$ cat src/rtl/irq_eoi_pkg.sv
// Shared types and default parameters for the IRQ/EOI initiator.
// Latency: n/a (declarations only).
// Backpressure: n/a.
//
// Contents: line_state_e (per-line FSM encoding) and default parameter values.
package irq_eoi_pkg;

    typedef enum logic [1:0] {
        IDLE    = 2'd0,
        ASSERT  = 2'd1,
        RELEASE = 2'd2
    } line_state_e;

    localparam int N_LINES_DEF     = 16;
    localparam int SYNC_STAGES_DEF = 2;
    localparam int PEND_W_DEF      = 4;
    localparam int TMO_W_DEF       = 16;

endpackage

$ cat src/rtl/irq_eoi_initiator_if.sv
// IRQ/EOI pad bundle plus per-line status, shared by initiator and its user.
// Latency: n/a (wiring only).
// Backpressure: none; the pads use a req/ack handshake rather than valid/ready.
//
// master: the initiator (drives irq/pend/ovf/tmo/busy, samples evt/eoi).
// slave : event sources and the SOC-side pads (drive evt/eoi).
interface irq_eoi_initiator_if
    import irq_eoi_pkg::*;
#(
    parameter int N_LINES = N_LINES_DEF,
    parameter int PEND_W  = PEND_W_DEF
);
    logic [N_LINES-1:0]        evt;
    logic [N_LINES-1:0]        eoi;
    logic [N_LINES-1:0]        irq;
    logic [N_LINES*PEND_W-1:0] pend;
    logic [N_LINES-1:0]        ovf;
    logic [N_LINES-1:0]        tmo;
    logic                      busy;

    modport master (
        input  evt, eoi,
        output irq, pend, ovf, tmo, busy
    );

    modport slave (
        output evt, eoi,
        input  irq, pend, ovf, tmo, busy
    );
endinterface

$ cat src/rtl/irq_eoi_line.sv
// One IRQ/EOI line: pending-event counter, req/ack FSM and ack timeout timer.
// Latency: evt in IDLE -> irq next edge; eoi_s rise -> irq low on the edge after (edge-detect flop).
// Backpressure: events queue in a saturating counter; an event arriving at saturation is dropped with an ovf pulse.
//
// Ports: clk, rstn, evt_i (event strobe), eoi_s_i (synchronised eoi), irq_o, pend_o,
//        ovf_o / tmo_o (one-cycle pulses), busy_o (FSM not idle or events queued).
module irq_eoi_line
    import irq_eoi_pkg::*;
#(
    parameter int PEND_W = PEND_W_DEF,
    parameter int TMO_W  = TMO_W_DEF
) (
    input  logic              clk,
    input  logic              rstn,
    input  logic              evt_i,
    input  logic              eoi_s_i,
    output logic              irq_o,
    output logic [PEND_W-1:0] pend_o,
    output logic              ovf_o,
    output logic              tmo_o,
    output logic              busy_o
);
    localparam int                SW        = PEND_W + 2;
    localparam logic [PEND_W-1:0] PEND_MAX  = '1;
    // Timer value one short of all-ones: the edge that takes it to all-ones is the timeout edge.
    localparam logic [TMO_W-1:0]  TMO_LAST  = {{(TMO_W-1){1'b1}}, 1'b0};

    line_state_e       state_q, state_d;
    logic [PEND_W-1:0] pend_q, pend_d;
    logic [TMO_W-1:0]  tmr_q, tmr_d;
    logic              eoi_prev_q;
    logic              irq_q, irq_d;
    logic              ovf_q, ovf_d;
    logic              tmo_q, tmo_d;

    logic              consume;
    logic              timeout;
    logic              eoi_rise;
    logic              pend_nz;
    logic [SW-1:0]     pend_sum;

    assign eoi_rise = eoi_s_i & ~eoi_prev_q;
    assign pend_nz  = |pend_q;

    // State register
    always_ff @(posedge clk or negedge rstn) begin
        if (!rstn) begin
            state_q    <= IDLE;
            pend_q     <= '0;
            tmr_q      <= '0;
            eoi_prev_q <= 1'b0;
            irq_q      <= 1'b0;
            ovf_q      <= 1'b0;
            tmo_q      <= 1'b0;
        end else begin
            state_q    <= state_d;
            pend_q     <= pend_d;
            tmr_q      <= tmr_d;
            eoi_prev_q <= eoi_s_i;
            irq_q      <= irq_d;
            ovf_q      <= ovf_d;
            tmo_q      <= tmo_d;
        end
    end

    // Next-state logic
    always_comb begin
        state_d = state_q;
        consume = 1'b0;
        timeout = 1'b0;
        unique case (state_q)
            IDLE: begin
                // A lone evt with nothing queued is consumed straight away.
                if (pend_nz || evt_i) begin
                    state_d = ASSERT;
                    consume = 1'b1;
                end
            end
            ASSERT: begin
                // An ack landing on the timeout edge still counts as completion.
                if (eoi_rise) begin
                    state_d = RELEASE;
                end else if (tmr_q == TMO_LAST) begin
                    state_d = RELEASE;
                    timeout = 1'b1;
                end
            end
            RELEASE: begin
                if (!eoi_s_i) begin
                    if (pend_nz) begin
                        state_d = ASSERT;
                        consume = 1'b1;
                    end else begin
                        state_d = IDLE;
                    end
                end
            end
            default: state_d = IDLE;
        endcase
    end

    // Output / datapath logic
    always_comb begin
        // consume never coincides with a timeout re-queue and never underflows.
        pend_sum = SW'(pend_q) + SW'(evt_i) + SW'(timeout) - SW'(consume);
        pend_d   = pend_sum[PEND_W-1:0];
        ovf_d    = 1'b0;
        if (pend_sum > SW'(PEND_MAX)) begin
            pend_d = PEND_MAX;
            ovf_d  = 1'b1;
        end
        tmo_d = timeout;
        irq_d = (state_d == ASSERT);
        // Timer restarts from 0 on every entry into ASSERT.
        tmr_d = ((state_q == ASSERT) && (state_d == ASSERT)) ? tmr_q + TMO_W'(1) : '0;
    end

    assign irq_o  = irq_q;
    assign pend_o = pend_q;
    assign ovf_o  = ovf_q;
    assign tmo_o  = tmo_q;
    assign busy_o = (state_q != IDLE) || pend_nz;
endmodule

$ cat src/rtl/sync_ff.sv
// Multi-stage reset-to-0 synchroniser for one asynchronous bit.
// Latency: STAGES clock edges from d_i change to q_o.
// Backpressure: none.
//
// Ports: clk, rstn (async active-low), d_i (async input), q_o (synchronised output).
module sync_ff #(
    parameter int STAGES = 2
) (
    input  logic clk,
    input  logic rstn,
    input  logic d_i,
    output logic q_o
);
    logic [STAGES-1:0] sync_q;

    always_ff @(posedge clk or negedge rstn) begin
        if (!rstn) begin
            sync_q <= '0;
        end else begin
            sync_q <= {sync_q[STAGES-2:0], d_i};
        end
    end

    assign q_o = sync_q[STAGES-1];
endmodule

$ cat src/rtl/irq_eoi_initiator.sv
// Peripheral-side IRQ/EOI pad initiator: N_LINES independent req/ack lines with event queues.
// Latency: evt -> irq 1 cycle; eoi pad rise -> irq fall SYNC_STAGES+1 cycles.
// Backpressure: per-line saturating pending counter; drops flagged on ovf, missing acks on tmo.
//
// Ports: clk, rstn (async active-low), bus (irq_eoi_initiator_if.master: evt/eoi in,
//        irq/pend/ovf/tmo/busy out).
module irq_eoi_initiator
    import irq_eoi_pkg::*;
#(
    parameter int N_LINES     = N_LINES_DEF,
    parameter int SYNC_STAGES = SYNC_STAGES_DEF,
    parameter int PEND_W      = PEND_W_DEF,
    parameter int TMO_W       = TMO_W_DEF
) (
    input  logic                  clk,
    input  logic                  rstn,
    irq_eoi_initiator_if.master   bus
);
    logic [N_LINES-1:0]        eoi_s;
    logic [N_LINES-1:0]        irq_v;
    logic [N_LINES*PEND_W-1:0] pend_v;
    logic [N_LINES-1:0]        ovf_v;
    logic [N_LINES-1:0]        tmo_v;
    logic [N_LINES-1:0]        busy_v;

    for (genvar i = 0; i < N_LINES; i++) begin : g_line
        sync_ff #(
            .STAGES (SYNC_STAGES)
        ) u_sync (
            .clk  (clk),
            .rstn (rstn),
            .d_i  (bus.eoi[i]),
            .q_o  (eoi_s[i])
        );

        irq_eoi_line #(
            .PEND_W (PEND_W),
            .TMO_W  (TMO_W)
        ) u_line (
            .clk     (clk),
            .rstn    (rstn),
            .evt_i   (bus.evt[i]),
            .eoi_s_i (eoi_s[i]),
            .irq_o   (irq_v[i]),
            .pend_o  (pend_v[i*PEND_W +: PEND_W]),
            .ovf_o   (ovf_v[i]),
            .tmo_o   (tmo_v[i]),
            .busy_o  (busy_v[i])
        );
    end

    assign bus.irq  = irq_v;
    assign bus.pend = pend_v;
    assign bus.ovf  = ovf_v;
    assign bus.tmo  = tmo_v;
    assign bus.busy = |busy_v;
endmodule

$ cat src/flat_wrapper.sv
// flat-port wrapper written by rule: the top's interface ports become plain ports
module irq_eoi_initiator_flat import irq_eoi_pkg::*;
#(
    parameter int N_LINES     = N_LINES_DEF,
    parameter int SYNC_STAGES = SYNC_STAGES_DEF,
    parameter int PEND_W      = PEND_W_DEF,
    parameter int TMO_W       = TMO_W_DEF
)
  (clk, rstn, bus_evt, bus_eoi, bus_irq, bus_pend, bus_ovf, bus_tmo, bus_busy);
  irq_eoi_initiator_if #(.N_LINES(N_LINES), .PEND_W(PEND_W)) bus_i ();
  input  logic clk;
  input  logic rstn;
  input wire logic [$bits(bus_i.evt)-1:0] bus_evt;
  input wire logic [$bits(bus_i.eoi)-1:0] bus_eoi;
  output wire logic [$bits(bus_i.irq)-1:0] bus_irq;
  output wire logic [$bits(bus_i.pend)-1:0] bus_pend;
  output wire logic [$bits(bus_i.ovf)-1:0] bus_ovf;
  output wire logic [$bits(bus_i.tmo)-1:0] bus_tmo;
  output wire logic [$bits(bus_i.busy)-1:0] bus_busy;
  assign bus_i.evt = bus_evt;
  assign bus_i.eoi = bus_eoi;
  assign bus_irq = bus_i.irq;
  assign bus_pend = bus_i.pend;
  assign bus_ovf = bus_i.ovf;
  assign bus_tmo = bus_i.tmo;
  assign bus_busy = bus_i.busy;
  irq_eoi_initiator #(.N_LINES(N_LINES), .SYNC_STAGES(SYNC_STAGES), .PEND_W(PEND_W), .TMO_W(TMO_W)) u_core (.clk(clk), .rstn(rstn), .bus(bus_i));
endmodule
$ cat config.mk
export PLATFORM = sky130hd
export DESIGN_NAME = irq_eoi_initiator_flat
export DESIGN_NICKNAME = d
export VERILOG_FILES = /design/src/rtl/irq_eoi_pkg.sv /design/src/rtl/irq_eoi_initiator_if.sv /design/src/rtl/irq_eoi_line.sv /design/src/rtl/sync_ff.sv /design/src/rtl/irq_eoi_initiator.sv /design/src/flat_wrapper.sv
export SDC_FILE = /design/constraint.sdc
export NUM_CORES = 1
export LEC_CHECK = 0
export CORE_ASPECT_RATIO = 1.2
export CORE_MARGIN = 2
export CORE_UTILIZATION = 50
export CTS_CLUSTER_DIAMETER = 80
export CTS_CLUSTER_SIZE = 20
export DETAILED_ROUTE_END_ITERATION = 10
export GPL_TIMING_DRIVEN = 0
export PLACE_DENSITY = 0.72
export SKIP_CTS_REPAIR_TIMING = 1
export SLEW_MARGIN = 15
export SYNTH_ARGS = -nofsm -noshare
export SYNTH_HDL_FRONTEND = slang
export SYNTH_SLANG_ARGS = --single-unit
$ cat constraint.sdc
create_clock -name clk -period 2.8 [get_ports clk]
set_clock_uncertainty 0.05 [all_clocks]
set_input_delay 0.7 -clock clk [delete_from_list [all_inputs] [get_ports clk]]
set_output_delay 0.7 -clock clk [all_outputs]
set_load 0.02 [all_outputs]
## Yosys cells after proc, flatten, opt, wreduce, memory -nomap -nowiden

Index checks and enable logic that the tools add are counted.

| word-level totals | value |
|---|---|
| register bits | 448 |
| bits in latches | 0 |
| word-level logic and storage cells | 657 |
| memory bits (read-only) | 0 |
| output and inout bits | 113 |
| RAM bits | 0 |
| memories kept | 0 |

| operators by class | value |
|---|---|
| shift operators | 0 |
| multiply operators | 0 |
| order comparisons | 16 |
| bitwise gates (word level) | 32 |
| add/sub/neg operators | 64 |
| equality and inequality tests | 64 |
| muxes and demuxes | 256 |
| div/mod/pow operators | 0 |
| reductions and logical operators | 97 |

Operators with widths:

| operator | count |
|---|---|
| adder 16 x 1 -> 16 bit (second input constant) | 16 |
| == test 16 bit (second input constant) | 16 |
| 2-to-1 mux 16 bit | 16 |
| 2-to-1 mux 1 bit | 128 |
| 2-to-1 mux 2 bit | 64 |
| adder 5 x 1 -> 6 bit | 16 |
| > comparator 6 x 4 -> 1 bit (second input constant) | 16 |
| one-hot mux 2 bit (3 select lines) | 16 |
| subtractor 6 x 1 -> 6 bit | 16 |
| adder 4 x 1 -> 5 bit | 16 |
| == test 2 x 1 -> 1 bit (second input constant) | 32 |
| 2-to-1 mux 4 bit | 16 |
| OR reduction 4 bit | 16 |
| == test 2 bit (second input constant) | 16 |
| logical NOT 2 bit | 16 |
| logical OR 1 bit | 32 |
| one-hot mux 1 bit (2 select lines) | 16 |
| nonzero test 2 bit | 16 |
| AND 1 bit | 16 |
| logical AND 1 bit | 16 |
| inverter 1 bit | 16 |
| OR reduction 16 bit | 1 |

## Depth between registers and ports, before layout

Gate-level depths: netlist of the first run.

| logic depth | value |
|---|---|
| depth in word-level cells | 8 |
| gate-level depth with buffers | 15 |

## Modules after synthesis

From an unflattened synthesis of the first run, not the netlist that was laid out.

| second synthesis, totals | value |
|---|---|
| cells, all modules | 2179 |
| area, all modules | 23048.4 um^2 |

By module, submodules not included:

| module | sequential area each (um^2) | cells each | instances | area an instance (um^2) |
|---|---|---|---|---|
| irq_eoi_line at u_core.g_line[11].u_line ... | 650.6 | 133 | 9 | 1381.3 |
| irq_eoi_line at u_core.g_line[0].u_line ... | 650.6 | 135 | 6 | 1397.6 |
| irq_eoi_line at u_core.g_line[9].u_line | 650.6 | 135 | 1 | 1398.8 |
| sync_ff | 50.0 | 2 | 16 | 50.0 |
| irq_eoi_initiator | 0.0 | 5 | 1 | 31.3 |

## Least setup slack after synthesis of the first run

OpenSTA, ideal clock, no wires.

| timing | value |
|---|---|
| kind | register to register |
| start | register u_core.g_line[8].u_line.tmr_q[9] |
| end | register u_core.g_line[8].u_line.pend_q[1] |
| clock period less this slack | 2.958 ns |
| stages on the path, launching flop included | 12 |
| path slack | -0.158 ns |
| path buffers | 1 |
| required time | 2.611 ns |
| data arrival time | 2.770 ns |
| cell sequence | dfrtp_1 -> nand4_1 -> or4_1 -> buf_2 -> nor4_1 -> fa_1 -> inv_1 -> fa_1 -> nand2b_1 -> a21oi_1 -> xnor2_1 -> nand3_1 |

| on the way | value |
|---|---|
| longest elaborated chain between the ends | 8 |

RTL lines:

| item | line | RTL |
|---|---|---|
| from (decl) | irq_eoi_line.sv:30 | `logic [TMO_W-1:0] tmr_q, tmr_d;` |
| from (signal assigned) | irq_eoi_line.sv:58 | `tmr_q <= tmr_d;` |
| == test 16 bit * | irq_eoi_line.sv:83 | `end else if (tmr_q == TMO_LAST) begin` |
| 2-to-1 mux 1 bit * | irq_eoi_line.sv:83 |  |
| 2-to-1 mux 1 bit * | irq_eoi_line.sv:81 | `if (eoi_rise) begin` |
| 2-to-1 mux 1 bit * | irq_eoi_line.sv:71 | `unique case (state_q)` |
| net u_core.g_line[8].u_line.timeout | irq_eoi_line.sv:37 | `logic timeout;` |
| adder 5 x 1 -> 6 bit * | irq_eoi_line.sv:105 | `pend_sum = SW'(pend_q) + SW'(evt_i) + SW'(timeout) - SW'(consume);` |
| subtractor 6 x 1 -> 6 bit * | irq_eoi_line.sv:105 |  |
| > comparator 6 x 4 -> 1 bit | irq_eoi_line.sv:108 | `if (pend_sum > SW'(PEND_MAX)) begin` |
| 2-to-1 mux 4 bit * | irq_eoi_line.sv:108 |  |
| net u_core.g_line[8].u_line.pend_d[1] | irq_eoi_line.sv:29 | `logic [PEND_W-1:0] pend_q, pend_d;` |
| to (signal assigned) | irq_eoi_line.sv:57 | `pend_q <= pend_d;` |
| to (decl) | irq_eoi_line.sv:29 |  |

The timed path passes the listed nets; every way through them passes the cells marked *.

## Worst setup path after layout of the first run

| timing | value |
|---|---|
| start | register u_core.g_line[13].u_line.state_q[0] |
| end | output bus_busy |

| on the way | value |
|---|---|
| longest elaborated chain between the ends | 3 |

RTL lines:

| item | line | RTL |
|---|---|---|
| from (decl) | irq_eoi_line.sv:28 | `line_state_e state_q, state_d;` |
| from (signal assigned) | irq_eoi_line.sv:56 | `state_q <= state_d;` |
| nonzero test 2 bit | irq_eoi_line.sv:122 | `assign busy_o = (state_q != IDLE) \|\| pend_nz;` |
| logical OR 1 bit | irq_eoi_line.sv:122 |  |
| OR reduction 16 bit | irq_eoi_initiator.sv:56 | `assign bus.busy = \|busy_v;` |
| to (decl) | flat_wrapper.sv:19 | `output wire logic [$bits(bus_i.busy)-1:0] bus_busy;` |

No other way between the ends.

==> metrics.cfg, run 1 <==
[worst_setup_path]
path_class = flop to output pin
max_stage_delay_ns = 0.61
crit_path_end = bus_busy
critPathLaunchType = flop
worstPathMaxFanout = 8
startpoint = u_core.g_line[13].u_line.state_q[0]$_DFF_PN0_
worstPathRequired_ns = 2.05
rr_startpoint = u_core.g_line[8].u_line.tmr_q[5]$_DFF_PN0_
worstRegToRegCells = 11
critPathSlowestCell = nor4_1
worst_setup_path_end_kind = output pin
worstPathCellList = clkbuf_1 > nor4_1 > nand4_1 > nor2_1 > nand3_1 > buf_2
r2r-end = u_core.g_line[8].u_line.pend_o[0]$_DFF_PN0_
r2r_slack_ns = -0.24
cp.arrival_ns = 2.31

[die]
rows = 85
die_y_um = 238.1
dieArea_um2 = 47420
start_util_pct = 50.78
core_um2 = 44990
die_w_um = 199.1
io_pins = 147

[logic_synthesis]
syn_avg_cell_area_um2 = 10.13
yosysMostFrequentCell = dfrtp_1
yosys.area.top_type = dfrtp_1
synth_seq_cells = 448
synthArstFlopShare_pct = 100.0
synthCells = 2255
synth_area_leaders = dfrtp_1, ha_1, xor2_1, nor2_1, xnor2_1
seq_area_frac_synth_pct = 49.08
synth_common_cells = dfrtp_1, nor2_1, inv_1
ys.flop_type = dfrtp_1
ys_warn_count = 0
netlist_area_um2 = 22840
syn_nets = 2449
synth_edf_count = 0
synth_top_area_share_pct = 49.08
synth_cell_type_count = 48

[cells_and_area]
drive_above_1_share_pct = 21.16
syn_to_final_growth_pct = 24.34
finalNonFillerCells = 3218
final_util_pct = 63.13
antennaDiodeCount = 0
final_area_um2 = 28400
final_nets = 2798
fillers = 3550

[place]
port_buffers = 146
gp_congestion = 0.8440
place_inst = 3014
place_area_um2 = 25250
dp_hpwl_um = 32430

[detailed_routing]
final_antenna_net_count = 0
highest_layer = met4
viasPerCell = 5.293
wl_met3_um = 1674
wl_met1_um = 21080
wl_met2_um = 25050
drt_wl_total_um = 48790
drtIter0Drc = 968
routedWlPerCell_um = 15.16
dr.pass1.iters = 7
drc = 0
vias = 17030

[sta]
maxSlewViolCount = 0
hold_violations = 0
fin_crit_ns = 3.063
tns_ns = -3.371
rsz0062_at_grt = true
slew_headroom_pct = 53.51
setup_violations = 29
layout_setup_ws_ns = -0.2625
worstMarginPinSlew_ns = 0.6910
period_share_pct = 109.4
timing.fmax_mhz = 326.5

[clock_tree]
cts_buffers = 26
clk_pin_slew_ns = 0.08
clockBufferDepth = 3
cts.root.buffer_cell = clkbuf_16
cts_tree = yes
cts.sinks = 448
clk_latency_ns = 0.59
cts_max_level = 1

[pwr]
ir_drop_mv = 0.7037
p_seq_share_pct = 34.9
power.leakage_nw = 12.62
swShare_pct = 39.05
pwr-share-comb_pct = 49.5
p_int_mw = 15.31
switchingPower_mw = 9.811
powerDensity_nw_per_um2 = 884.6
clockPowerShare_pct = 15.5

[global_routing]
grt_max_degree = 106
grt_pass1_wl_um = 75260
grt_pass1_vias = 16090
grtUsageTotal_pct = 18.93
overflow = 0
antenna_found_initial = 0

[outcome]
violations = negative setup slack
status = finished, violations left

[run]
max_cap_viol_count = 0

[min_path]
hold_path_class = primary input to async pin

## cells in the final DEF, fill, tap and decap left out, types with 7 or more instances in the layout
cell type and n:
a21o_1 21, a21oi_1 38, a21oi_2 15, a21oi_4 12
a22oi_2 7, and2_1 22, and3_1 24, and4_1 35
buf_2 17, buf_4 227, clkbuf_1 16, clkbuf_16 26
clkdlybuf4s50_1 144, dfrtp_1 421, dfrtp_2 27, fa_2 32
ha_1 113, ha_4 11, inv_1 118, inv_2 46
nand2_1 101, nand2b_1 18, nand2b_4 14, nand3_1 138
nand3_2 16, nand3b_1 16, nand4_1 106, nor2_1 302
nor2_2 9, nor2b_1 27, nor3_1 14, nor4_1 52
o21ai_0 46, or3_1 12, xnor2_1 98, xnor2_2 10
xor2_1 149
## metrics by stage
stage	hold WS [ns]	total power [mW]	worst slack, ns
final	0.01721	25.13	-0.2625
after global routing	0.05376	26.85	-0.3665
after CTS	0.02206	22.59	-0.9085
after detailed placement	0.2847	18.60	-0.7810
after global placement	0.2829	18.12	-20.13
after floorplan	0.2812	15.41	0.001423
## cells by family (layout without fill, tap and decap cells)
| family | count (synthesis) | count (layout) | synth area share [%] |
|---|---|---|---|
| adders and majority gates | 160 | 160 | 9.815 |
| and+or+nand+nor | 954 | 954 | 21.18 |
| AOI/OAI and AO/OA | 173 | 173 | 4.617 |
| DFF | 448 | 448 | 49.08 |
| xor gates and xnor gates | 263 | 263 | 10.08 |
| buffers and inverters | 257 | 611 | 5.231 |
## worst min path at each step
stage | from | end | slack [ns] | cells past startpoint
floorplan | u_core.g_line[0].u_sync.sync_q[0]$_DFF_PN0_ | u_core.g_line[0].u_sync.sync_q[1]$_DFF_PN0_ | 0.28 | 0
global placement | u_core.g_line[5].u_sync.sync_q[0]$_DFF_PN0_ | u_core.g_line[5].u_sync.sync_q[1]$_DFF_PN0_ | 0.28 | 0
detailed placement | u_core.g_line[12].u_sync.sync_q[0]$_DFF_PN0_ | u_core.g_line[12].u_sync.sync_q[1]$_DFF_PN0_ | 0.28 | 0
CTS | rstn | u_core.g_line[0].u_line.tmr_q[8]$_DFF_PN0_ | 0.02 | 1
global route | rstn | u_core.g_line[0].u_line.tmr_q[8]$_DFF_PN0_ | 0.05 | 1
finish | rstn | u_core.g_line[0].u_line.tmr_q[6]$_DFF_PN0_ | 0.02 | 1
## sequential cells by signal (all words and copies together) (netlist names)
register / flops
u_core.g_line.u_line.state_q: 32
u_core.g_line.u_line.tmr_q: 256
u_core.g_line.u_line.eoi_prev_q: 16
u_core.g_line.u_line.irq_o: 16
u_core.g_line.u_line.pend_o: 64
u_core.g_line.u_sync.sync_q: 32
u_core.g_line.u_line.ovf_o: 16
u_core.g_line.u_line.tmo_o: 16
## metal layers
| layer | vias to the layer above | track usage [%] |
|---|---|---|
| met1 | 8449 | 24.68 |
| li1 | 8250 | - |
| met2 | 274 | 32.85 |
| met3 | 61 | 2.770 |
| met4 | 0 | 5.179 |
| met5 | - | 0 |
## critical path, delay by kind of cell, from the launching register on
kind	cells	cell delay [ns]
simple gates	4	0.99
buf+inv	2	0.36
flops	1	0.37
## final cells by class
cell class	count	area (µm²)	share of cell area, %
flip-flops and latches	448	11240	39.59
plain buffers	85	571.8	2.013
inverters	166	628.1	2.211
clock buffers	30	675.6	2.379
clock inverters	3	55.05	0.1938
repair buffers	327	2900	10.21
multi-input cells	1550	11560	40.72
well taps	609	762.0	2.683
## power by group through the flow
stage | logic, mW | clock network (mW) | registers [mW]
floorplan | 6.45 | 0 | 8.96
global placement | 9.31 | 0 | 8.81
detailed placement | 9.77 | 0 | 8.83
CTS | 9.85 | 4.03 | 8.71
global route | 13.6 | 4.27 | 8.94
finish | 12.4 | 3.90 | 8.78
Note: power is estimated with default switching activity, not from simulation.
==> run 2: changes to the inputs <==
Settings changed: SKIP_CTS_REPAIR_TIMING 1 to default.
==> metrics.cfg, run 2 (same netlist as run 1, synthesis figures left out) <==
[clock_tree]
clk_pin_slew_ns = 0.08
clk_latency_ns = 0.58
clockBufferDepth = 3
cts_hold_buf = 0
cts.sinks = 448
cts_buffers = 26
cts_tree = yes
cts_max_level = 1
cts.root.buffer_cell = clkbuf_16

[sta]
period_share_pct = 105.1
layout_setup_ws_ns = -0.1426
holdWs_ns = 0.01830
worstMarginPinSlew_ns = 0.6292
timing.fmax_mhz = 339.8
setup_violations = 11
slew_headroom_pct = 57.80
maxSlewViolCount = 0
rsz0062_at_grt = true
hold_violations = 0
fin_crit_ns = 2.943

[place]
dp_hpwl_um = 32430
gp_congestion = 0.8440
port_buffers = 146
place_inst = 3014

[outcome]
violations = negative setup slack
status = finished, violations left

[global_routing]
grtUsageTotal_pct = 20.24
grt_pass1_vias = 16960
grt_pass1_wl_um = 80250
antenna_found_initial = 0
grt_max_degree = 106
overflow = 0

[pwr]
powerDensity_nw_per_um2 = 891.0
ir_drop_mv = 0.7514
finalPower_mw = 25.46
power.leakage_nw = 12.67

[cells_and_area]
largest_register = u_core.g_line.u_line.tmr_q
syn_to_final_growth_pct = 25.09
antennaDiodeCount = 0
mostFrequentLayoutCell = dfrtp_1
largest_register_ffs = 256
drive_above_1_share_pct = 22.09
final_nets = 2805
finalNonFillerCells = 3225
final_cell_mix = dfrtp_1, nor2_1, buf_4

[min_path]
hold_path_class = primary input to async pin

[die]
die_w_um = 199.1
die_y_um = 238.1
dieArea_um2 = 47420
start_util_pct = 50.78
rows = 85
io_pins = 147
core_um2 = 44990

[detailed_routing]
viasPerCell = 5.297
routedWlPerCell_um = 15.34
final_antenna_net_count = 0
drt_wl_total_um = 49480
drc = 0
drtIter0Drc = 924
dr.pass1.iters = 5
vias = 17080

[worst_setup_path]
r2r_slack_ns = -0.06
worstRegToRegCells = 12
worst_setup_path_end_kind = output pin
worstPathMaxFanout = 3
path_class = flop to output pin
cp.arrival_ns = 2.19
worstPathRequired_ns = 2.05
critPathLaunchType = flop

[run]
max_cap_viol_count = 0

run 2: worst max-delay path, cell delays in order (launching register included):
cell and delay [ns]:
dfrtp_1 0.42, nor2_2 0.18, nand4_1 0.29, nor4_4 0.42, nand3_1 0.14, buf_6 0.15
run 2: what timing repair did:
action	CTS	global route
endpoints found under the hold margin	0	0
setup buffers	98	87
gates cloned	0	0
resized for setup	166	156
endpoints found under the setup margin	81	81
pin swaps	75	119
run 2: stage by stage:
stage / util (%) / TNS [ns] / instance area, µm² / setup WS, ns
2_1_floorplan: - / 0 / 22910 / 0.001423
3_3_place_gp: 55.86 / -8288.80 / 25130 / -20.13
3_5_place_dp: 56.12 / -47.43 / 25250 / -0.7810
4_1_cts: 60.67 / -0.7737 / 27290 / -0.1457
5_1_grt: 63.52 / -3.657 / 28570 / -0.2343
6_report: 63.52 / -0.4679 / 28570 / -0.1426
run 2: final timing paths:
kind / from / to
hold reg to reg: u_core.g_line[12].u_sync.sync_q[0]$_DFF_PN0_ / u_core.g_line[12].u_sync.sync_q[1]$_DFF_PN0_
max in group asynchronous: rstn / u_core.g_line[5].u_line.pend_o[1]$_DFF_PN0_
min in group clk: u_core.g_line[12].u_sync.sync_q[0]$_DFF_PN0_ / u_core.g_line[12].u_sync.sync_q[1]$_DFF_PN0_
hold / removal: rstn / u_core.g_line[0].u_line.tmr_q[6]$_DFF_PN0_
setup reg to reg: u_core.g_line[1].u_line.tmr_q[0]$_DFF_PN0_ / u_core.g_line[1].u_line.pend_o[2]$_DFF_PN0_
setup / recovery: u_core.g_line[0].u_line.pend_o[0]$_DFF_PN0_ / bus_busy
run 2: routing by layer:
metal	wire (µm)	GRT usage, %	up-vias
met2	25810	36.38	278
met5	0	0	-
li1	-	-	8273
met1	20930	25.79	8458
met3	1849	2.756	73
met4	887	4.636	0
run 2: report_power, final:
| part | internal [mW] | leakage [nW] | total, mW | switching, mW |
|---|---|---|---|---|
| logic | 6.04 | 6.61 | 12.8 | 6.75 |
| clock network | 1.80 | 0.356 | 3.91 | 2.10 |
| registers | 7.64 | 5.71 | 8.76 | 1.12 |
| total | 15.5 | 12.7 | 25.5 | 9.98 |
run 2: final cells by class:
cell class,count,area (µm²)
fill,3496,16410
multi-input combinational,1550,11680
sequential,448,11250
timing repair buffer,335,2969
tap,609,762.0
clock buffer,30,675.6
inverter,166,628.1
buffer,84,556.8
clock inverter,3,55.05
==> run 3: changes to the inputs <==
Settings changed: CORE_MARGIN 2 to 10, PLACE_DENSITY 0.72 to 0.69.
Clock period 2.8 ns to 2.75 ns, I/O delays scaled along.
==> metrics.cfg, run 3 (same netlist as run 1, synthesis figures left out) <==
[worst_setup_path]
crit_path_end = bus_busy
rr_startpoint = u_core.g_line[8].u_line.tmr_q[11]$_DFF_PN0_
cp.arrival_ns = 2.16
critPathLaunchType = flop
critPathSlowestCell = dfrtp_1
worstPathMaxFanout = 6
worst_setup_path_end_kind = output pin
worstPathRequired_ns = 2.01
startpoint = u_core.g_line[15].u_line.state_q[0]$_DFF_PN0_
r2r-end = u_core.g_line[8].u_line.pend_o[1]$_DFF_PN0_
worstRegToRegCells = 10
r2r_slack_ns = -0.13
max_stage_delay_ns = 0.45
path_class = flop to output pin
worstPathCellList = nor4_2 > nand4_1 > nor2_1 > nand3_1 > buf_6

[die]
die_w_um = 215.1
rows = 85
dieArea_um2 = 54670
core_um2 = 44990
die_y_um = 254.1
start_util_pct = 50.78
io_pins = 147

[global_routing]
grt_pass1_vias = 17390
grt_max_degree = 99
grtUsageTotal_pct = 17.83
antenna_found_initial = 0
grt_util_met1_pct = 21.79
met2_usage_pct = 32.72
busiest_layer = met2
grt_pass1_wl_um = 83300
overflow = 0
met3_usage_pct = 2.430

[detailed_routing]
final_antenna_net_count = 0
drt_wl_total_um = 51580
viasPerCell = 5.251
drc = 0
dr.pass1.iters = 5
routedWlPerCell_um = 15.71
drtIter0Drc = 819
vias = 17240

[clock_tree]
cts_tree = yes
clk_pin_slew_ns = 0.09
cts_hold_buf = 0
cts.sinks = 448
clk_latency_ns = 0.57
clockBufferDepth = 3
cts_max_level = 1
cts.root.buffer_cell = clkbuf_16
cts_buffers = 27

[cells_and_area]
final_nets = 2858
syn_to_final_growth_pct = 27.47
final_cell_mix = dfrtp_1, nor2_1, buf_4
fillers = 3514
largest_register_ffs = 256
final_area_um2 = 29120
largest_register = u_core.g_line.u_line.tmr_q
mostFrequentLayoutCell = dfrtp_1
drive_above_1_share_pct = 24.53
final_util_pct = 64.73
antennaDiodeCount = 0

[pwr]
power.leakage_nw = 13.02
p_seq_share_pct = 34.0
switchingPower_mw = 10.31
ir_drop_mv = 0.7593
powerDensity_nw_per_um2 = 902.8
p_int_mw = 15.98
finalPower_mw = 26.29
pwr-share-comb_pct = 50.4
clockPowerShare_pct = 15.5
swShare_pct = 39.20

[outcome]
status = finished, violations left
violations = negative setup slack

[sta]
maxSlewViolCount = 0
holdWs_ns = 0.07443
hold_violations = 0
fin_crit_ns = 2.900
slew_headroom_pct = 54.47
rsz0062_at_grt = true
period_share_pct = 105.5
timing.fmax_mhz = 344.8
tns_ns = -1.334
setup_violations = 26
worstMarginPinSlew_ns = 0.6829
layout_setup_ws_ns = -0.1501

[place]
gp_congestion = 0.8414
dp_hpwl_um = 34640
place_area_um2 = 25370
port_buffers = 146

[run]
max_cap_viol_count = 0

[min_path]
hold_path_class = primary input to async pin

## run 3: cell count changes in the layout (fill, tap and decap cells not counted), moves of 3 or more
cell / change
a21oi_2: -3
buf_4: +53
inv_1: -8
inv_2: +8
nand3_1: -8
nand3_2: +8
nor2_1: -4
nor2_2: +3
## run 3: what timing repair did
action | 4_1_cts | 5_1_grt
setup buffers | 140 | 98
setup endpoints to repair | 81 | 85
pin swaps | 80 | 155
cloned | 0 | 0
gates resized for setup | 165 | 165
## run 3: worst max-delay path: cells and delay by family, from the launching register on
family	cells	cell delay, ns
flops	1	0.45
buf+inv	1	0.16
simple gates	4	0.98
## run 3: final cells by class
| type | count | area, µm² | share of cell area (%) |
|---|---|---|---|
| Tap cell | 609 | 762.0 | 2.617 |
| Timing Repair Buffer | 388 | 3366 | 11.56 |
| Clock buffer | 33 | 698.2 | 2.398 |
| Clock inverter | 6 | 66.31 | 0.2277 |
| Buffer | 83 | 553.0 | 1.899 |
| Inverter | 166 | 628.1 | 2.157 |
| Sequential cell | 448 | 11250 | 38.63 |
| Multi-Input combinational cell | 1550 | 11800 | 40.51 |
## run 3: metal layers
metal | wire (µm) | up-vias | part of all wire [%]
li1 | - | 8372 | -
met1 | 21810 | 8571 | 42
met4 | 886 | 0 | 1.7
met2 | 27090 | 244 | 53
met3 | 1795 | 51 | 3.5
met5 | 0 | - | 0
## run 3: worst min path at each step
stage | from | to | slack (ns) | cells after the start
after global routing | rstn | u_core.g_line[0].u_line.tmr_q[8]$_DFF_PN0_ | 0.11 | 1
after floorplan | u_core.g_line[0].u_sync.sync_q[0]$_DFF_PN0_ | u_core.g_line[0].u_sync.sync_q[1]$_DFF_PN0_ | 0.28 | 0
after global placement | u_core.g_line[7].u_sync.sync_q[0]$_DFF_PN0_ | u_core.g_line[7].u_sync.sync_q[1]$_DFF_PN0_ | 0.28 | 0
after detailed placement | u_core.g_line[0].u_sync.sync_q[0]$_DFF_PN0_ | u_core.g_line[0].u_sync.sync_q[1]$_DFF_PN0_ | 0.28 | 0
final | rstn | u_core.g_line[0].u_line.tmr_q[7]$_DFF_PN0_ | 0.07 | 1
after CTS | rstn | u_core.g_line[0].u_line.tmr_q[7]$_DFF_PN0_ | 0.08 | 1
## run 3: power by group through the flow
stage | combinational [mW] | clock (mW) | sequential [mW]
2_1_floorplan | 6.78 | 0 | 9.12
3_3_place_gp | 9.86 | 0 | 8.98
3_5_place_dp | 10.3 | 0 | 9.01
4_1_cts | 11.6 | 4.24 | 8.91
5_1_grt | 14.5 | 4.48 | 9.12
6_report | 13.3 | 4.08 | 8.95
## run 3: per-stage QoR
| step | cells | worst slack [ns] |
|---|---|---|
| floorplan | 2255 | 0.001526 |
| detailed placement | 3014 | -0.7891 |
| global route | 3283 | -0.2471 |
| CTS | 3188 | -0.2172 |
| finish | 3283 | -0.1501 |
| global placement | 3010 | -20.27 |
==> patch 1: new RTL, settings of run 3 <==
Encoding of `line_state_e`: now one-hot (3 bits for 3 states).
--- a/src/rtl/irq_eoi_pkg.sv
+++ b/src/rtl/irq_eoi_pkg.sv
@@ -7,6 +7,6 @@
 
-    typedef enum logic [1:0] {
-        IDLE    = 2'd0,
-        ASSERT  = 2'd1,
-        RELEASE = 2'd2
+    typedef enum logic [2:0] {
+        IDLE    = 3'b001,
+        ASSERT  = 3'b010,
+        RELEASE = 3'b100
     } line_state_e;
Check against the original RTL: same outputs for any inputs over 4 cycles, from zero or initial values and one cycle with rstn low; so few cycles prove little.
==> patch 1 against run 3 <==
  * The run still ends with setup timing left
  * Total power grew 7.2%
  * Setup slack got worse by 0.67 ns
  * Worst hold slack gained 0.23 ns
  * Sequential power is 3.5% higher
  * Synthesized cell count grew 5.5%
  * Sequential cell count increased by 16
  * Fmax is 19% lower
  * Cell area rose by 2.2%
  * Synthesized area up 5.2%
  * Wire length rose by 3.1%
  * Cell count up 1.9%
==> patch 1: results (changes against run 3) <==
* Combinational share of power at 0.512 (+0.008)
* Number of global-route vias before repair at 18.2k (+4.4%)
* Final wirelength at 53.2 mm (+3.1%)
* R2R cell count at 18 (+8)
* Synth Area in Compound Gates at 0.0556 (+0.00943)
* Post-CTS Resized at 115 (-30%)
* Post-CTS setup buffer count at 85 (-39%)
* Share of the yosys chip area belonging to registers at 0.484 (-0.00676)
* Synth top cells by count: 448 x dfrtp_1, 313 x nor2_1, 165 x inv_1
* GRT Util Overall at 0.183 (+0.00462)
* Netlist cell types at 53 (+10%)
* CTS Hold Buffers Added at 1 (+1)
* Placement Setup Slack at -0.956 ns (-0.167 ns)
* Clk_lat worst skew at 0.59 ns (+0.02 ns)
* Worst-Margin Slew at 0.663 ns (-0.0203 ns)
* Fraction of layout cells with a size suffix above 1 at 0.205 (-0.0403)
* First-pass GRT wire length at 88.4 mm (+6.1%)
* Switching power at 10.8 mW (+5.0%)
* Post-synthesis xor/xnor area fraction at 0.0966 (-0.00425)
* Pin count of the biggest net entering global routing at 104 (+5.1%)
* Placer Congestion at 0.843 (+0.21%)
* Flop-to-flop setup slack at -0.66 ns (-0.53 ns)
* Failing checks: setup timing
* Hpwl dp at 37.8 mm (+9.1%)
* Reg-to-Reg Start: u_core.g_line[3].u_line.pend_o[2]
* Setup TNS at -27.82 ns (-26.49 ns)
* Status: finished, violations left
* Final WS setup at -0.824 ns (-0.674 ns)
* CTS buffer count at 28 (+3.7%)
* Highest achievable clock rate at 0.280 GHz (-19%)
* Net count of the mapped netlist at 2,573 (+5.1%)
* Worst Setup EP: bus_busy
* Largest cells by area after synthesis: dfrtp_1 47%, ha_1 6.7%, xnor2_1 5.6%
* Hold/Removal Path Class: flop to flop
* WP data arrival at 2.84 ns (+0.68 ns)
* Final #Nets at 2,893 (+1.2%)
* Vias per cell at 5.36 (+2.0%)
* Initial antenna violation count at 2 (+2)
* CP max stage cell: or4_4
* CP max FO at 2 (-4)
* Lkg Pwr at 12.6 nW (-3.3%)
* Post-Synth Adder-Cell Area at 0.0933 (-0.00485)
* Max VDD drop at 0.734 mV (-3.3%)
* Clk pwr share at 0.159 (+0.004)
* Worst setup startpoint: u_core.g_line[7].u_line.pend_o[3]
* Final setup viols at 81 (+210%)
* Sw Ratio at 0.384 (-0.00791)
* DRT iter0 DRCs at 1,116 (+36%)
* FF-to-FF End: u_core.g_line[3].u_line.pend_o[2]
* Dpl cell area at 27,000 sq um (+6.6%)
* Maximum clock path buffer count at 3 (unchanged)
-- patch 1: cell count changes after synthesis, moves of 13 or more --
| cell | change |
|---|---|
| xnor2_1 | +39 |
| nor3_1 | +13 |
| and3_1 | -18 |
| and4_1 | -18 |
| xor2_1 | -37 |
| o21ai_0 | +30 |
| nor4_1 | +14 |
| nor2b_1 | +19 |
| dfstp_2 | +16 |
-- patch 1: through the flow --
step,hold WS (ns),instances
floorplan,0.281,2379
global placement,0.284,3148
detailed placement,0.286,3153
CTS,0.306,3291
global route,0.316,3344
finish,0.303,3344
-- patch 1: routing by layer --
layer	vias up	global-route usage	share of wire
met5	-	0	0.00051
li1	8706	-	-
met4	4	0.0373	0.012
met3	53	0.0269	0.042
met2	280	0.325	0.51
met1	8873	0.231	0.43
-- patch 1: final cells by class --
class	count	area, sq um
well taps	623	779
flip-flops and latches	464	11700
repair buffers	290	2730
clock inverters	4	58.8
clock buffers	48	827
fillers	3763	17500
plain buffers	87	552
inverters	165	662
multi-input cells	1663	12500
==> patch 2: new RTL, config.mk and constraints of run 3 <==
Made on the original files. Set the package constant `N_LINES_DEF` to 8 (it was 16).
--- a/src/rtl/irq_eoi_pkg.sv
+++ b/src/rtl/irq_eoi_pkg.sv
@@ -13,3 +13,3 @@
 
-    localparam int N_LINES_DEF     = 16;
+    localparam int N_LINES_DEF     = 8;
     localparam int SYNC_STAGES_DEF = 2;
Interface: changed (6 resized); port bits go from 147 to 75. No check against the original RTL was run, so the function may have changed too.
==> patch 2 against run 3 <==
  * Sequential cell count down 224
  * Non-clock buffer count down 240
  * Synthesized area down 50%
  * Largest power group unchanged
  * Setup slack better by 0.15 ns
  * Cell count down 51%
  * Critical path type is now flop to flop
  * Highest routed layer unchanged
  * Total power down 49%
  * Die area down 46%
  * Core utilization up 0.46 points
  * Cell area down 50%
  * Critical endpoint is now u_core.g_line[0].u_line.pend_o[0]
  * Wire length down 52%
  * Sequential share of layout area down 0.14 points
  * Synthesized cell count down 50%
==> patch 2: results (changes against run 3) <==
* Placer Congestion at 0.819 (-2.6%)
* Post-Layout Cell Count at 1,615 (-51%)
* Lkg Pwr at 6.50 nW (-50%)
* Share of the yosys chip area belonging to registers at 0.491 (about the same)
* Largest cells by area after synthesis: dfrtp_1 49%, ha_1 7.0%, nor2_1 5.3%
* Status: finished clean
* Hpwl dp at 15.9 mm (-54%)
* DRT iter0 DRCs at 399 (-51%)
* Flop-to-flop setup slack at 0.001 ns (+0.13 ns)
* R2R cell count at 11 (+1)
* Worst Setup EP: u_core.g_line[0].u_line.pend_o[0]
* Fraction of layout cells with a size suffix above 1 at 0.260 (+0.0152)
* Max reg flops at 128 (-50%)
* CTS buffer count at 15 (-44%)
* Worst-Margin Slew at 0.601 ns (-0.0824 ns)
* Clk slew on worst S/H paths at 0.08 ns
* Final #Nets at 1,432 (-50%)
* Number of global-route vias before repair at 8,423 (-52%)
* Placed insts at 1,482 (-51%)
* GRT Util Overall at 0.163 (-0.0150)
* Clk_lat worst skew at 0.47 ns (-0.10 ns)
* Dpl cell area at 12,700 sq um (-50%)
* WP data arrival at 3.06 ns (+0.90 ns)
* Via count at 8,507 (-51%)
* Netlist cell types at 45 (-6.3%)
* Post-synthesis xor/xnor area fraction at 0.0981 (-0.00270)
* Synth Area in Compound Gates at 0.0462 (+0.0000472)
* CP max FO at 5 (-1)
* Post-Synth Adder-Cell Area at 0.0981 (about the same)
* Synth top cells by count: 224 x dfrtp_1, 160 x nor2_1, 83 x inv_1
* Net count of the mapped netlist at 1,225 (-50%)
* Layout Utilization at 0.652 (+0.00458)
* Port Buffer Count at 74 (-49%)
* Post-Syn Instances at 1,127 (-50%)
* Pin count of the biggest net entering global routing at 95 (-4.0%)
* Max VDD drop at 0.781 mV (+2.8%)
* Worst setup startpoint: u_core.g_line[0].u_line.tmr_q[12]
* # fillers at 1,760 (-50%)
patch 2: cell types whose count changed in the layout (fill, tap and decap cells not counted), moves of 55 or more:
cell and delta:
buf_4 -145, clkdlybuf4s50_1 -77, dfrtp_1 -215, ha_1 -56, inv_1 -55, nand3_1 -72, nand4_1 -57, nor2_1 -146
xor2_1 -86
patch 2: metrics by stage:
step / power [mW] / worst slack (ns)
6_report: 13.4 / 0.00138
3_5_place_dp: 9.51 / -0.735
5_1_grt: 14.3 / -0.143
3_3_place_gp: 9.39 / -9.39
2_1_floorplan: 7.90 / -0.00131
4_1_cts: 12.3 / -0.0533
patch 2: final cells by class:
class / instances / share of cell area
plain buffers: 38 / 0.0186
flip-flops and latches: 224 / 0.385
clock inverters: 2 / 0.00120
repair buffers: 193 / 0.115
well taps: 279 / 0.0239
clock buffers: 17 / 0.0269
multi-input cells: 779 / 0.409
inverters: 83 / 0.0215
patch 2: worst min-delay path by stage:
stage | start | cells after the start | slack [ns] | endpoint
6_report | rstn | 1 | 0.06 | u_core.g_line[1].u_line.irq_o
3_5_place_dp | u_core.g_line[0].u_sync.sync_q[0] | 0 | 0.29 | u_core.g_line[0].u_sync.sync_q[1]
2_1_floorplan | u_core.g_line[0].u_sync.sync_q[0] | 0 | 0.28 | u_core.g_line[0].u_sync.sync_q[1]
5_1_grt | rstn | 1 | 0.07 | u_core.g_line[2].u_line.pend_o[0]
3_3_place_gp | u_core.g_line[4].u_sync.sync_q[0] | 0 | 0.29 | u_core.g_line[4].u_sync.sync_q[1]
4_1_cts | rstn | 1 | 0.06 | u_core.g_line[0].u_line.tmr_q[12]
patch 2: kinds of logic (layout without fill, tap and decap cells):
family	Yosys count	count (layout)
AND/OR/NAND/NOR	483	483
flip-flops	224	224
XOR/XNOR	128	128
buffers and inverters	124	333
AO/OA/AOI/OAI	88	88
adder cells (fa/ha/maj)	80	80
patch 2: report_power, final:
| part | internal (mW) | leakage (nW) | total, mW | switching, mW |
|---|---|---|---|---|
| combinational | 3.27 | 3.45 | 6.80 | 3.53 |
| clock | 1.03 | 0.202 | 2.12 | 1.09 |
| sequential | 3.89 | 2.85 | 4.46 | 0.575 |
patch 2: timing repair:
item,CTS,global route
resized for setup,92,106
pin swaps,44,65
endpoints found under the setup margin,41,41
setup buffers,55,62
patch 2: worst max-delay path, stage by stage, from the launching register on:
cell and delay (ns):
dfrtp_1 0.39, and3_1 0.17, nand4_1 0.09, or4_4 0.52, nor3_4 0.18, fa_2 0.24, inv_2 0.04, fa_2 0.33
nand2b_4 0.15, a21oi_4 0.20, xnor2_4 0.17, nand3b_1 0.10
patch 2: per-layer routing:
metal,track usage,part of all wire,up-vias
li1,-,-,4192
met1,0.209,0.43,4143
met2,0.278,0.50,134
met3,0.0333,0.055,38
met4,0.0390,0.020,0
met5,0,0,-
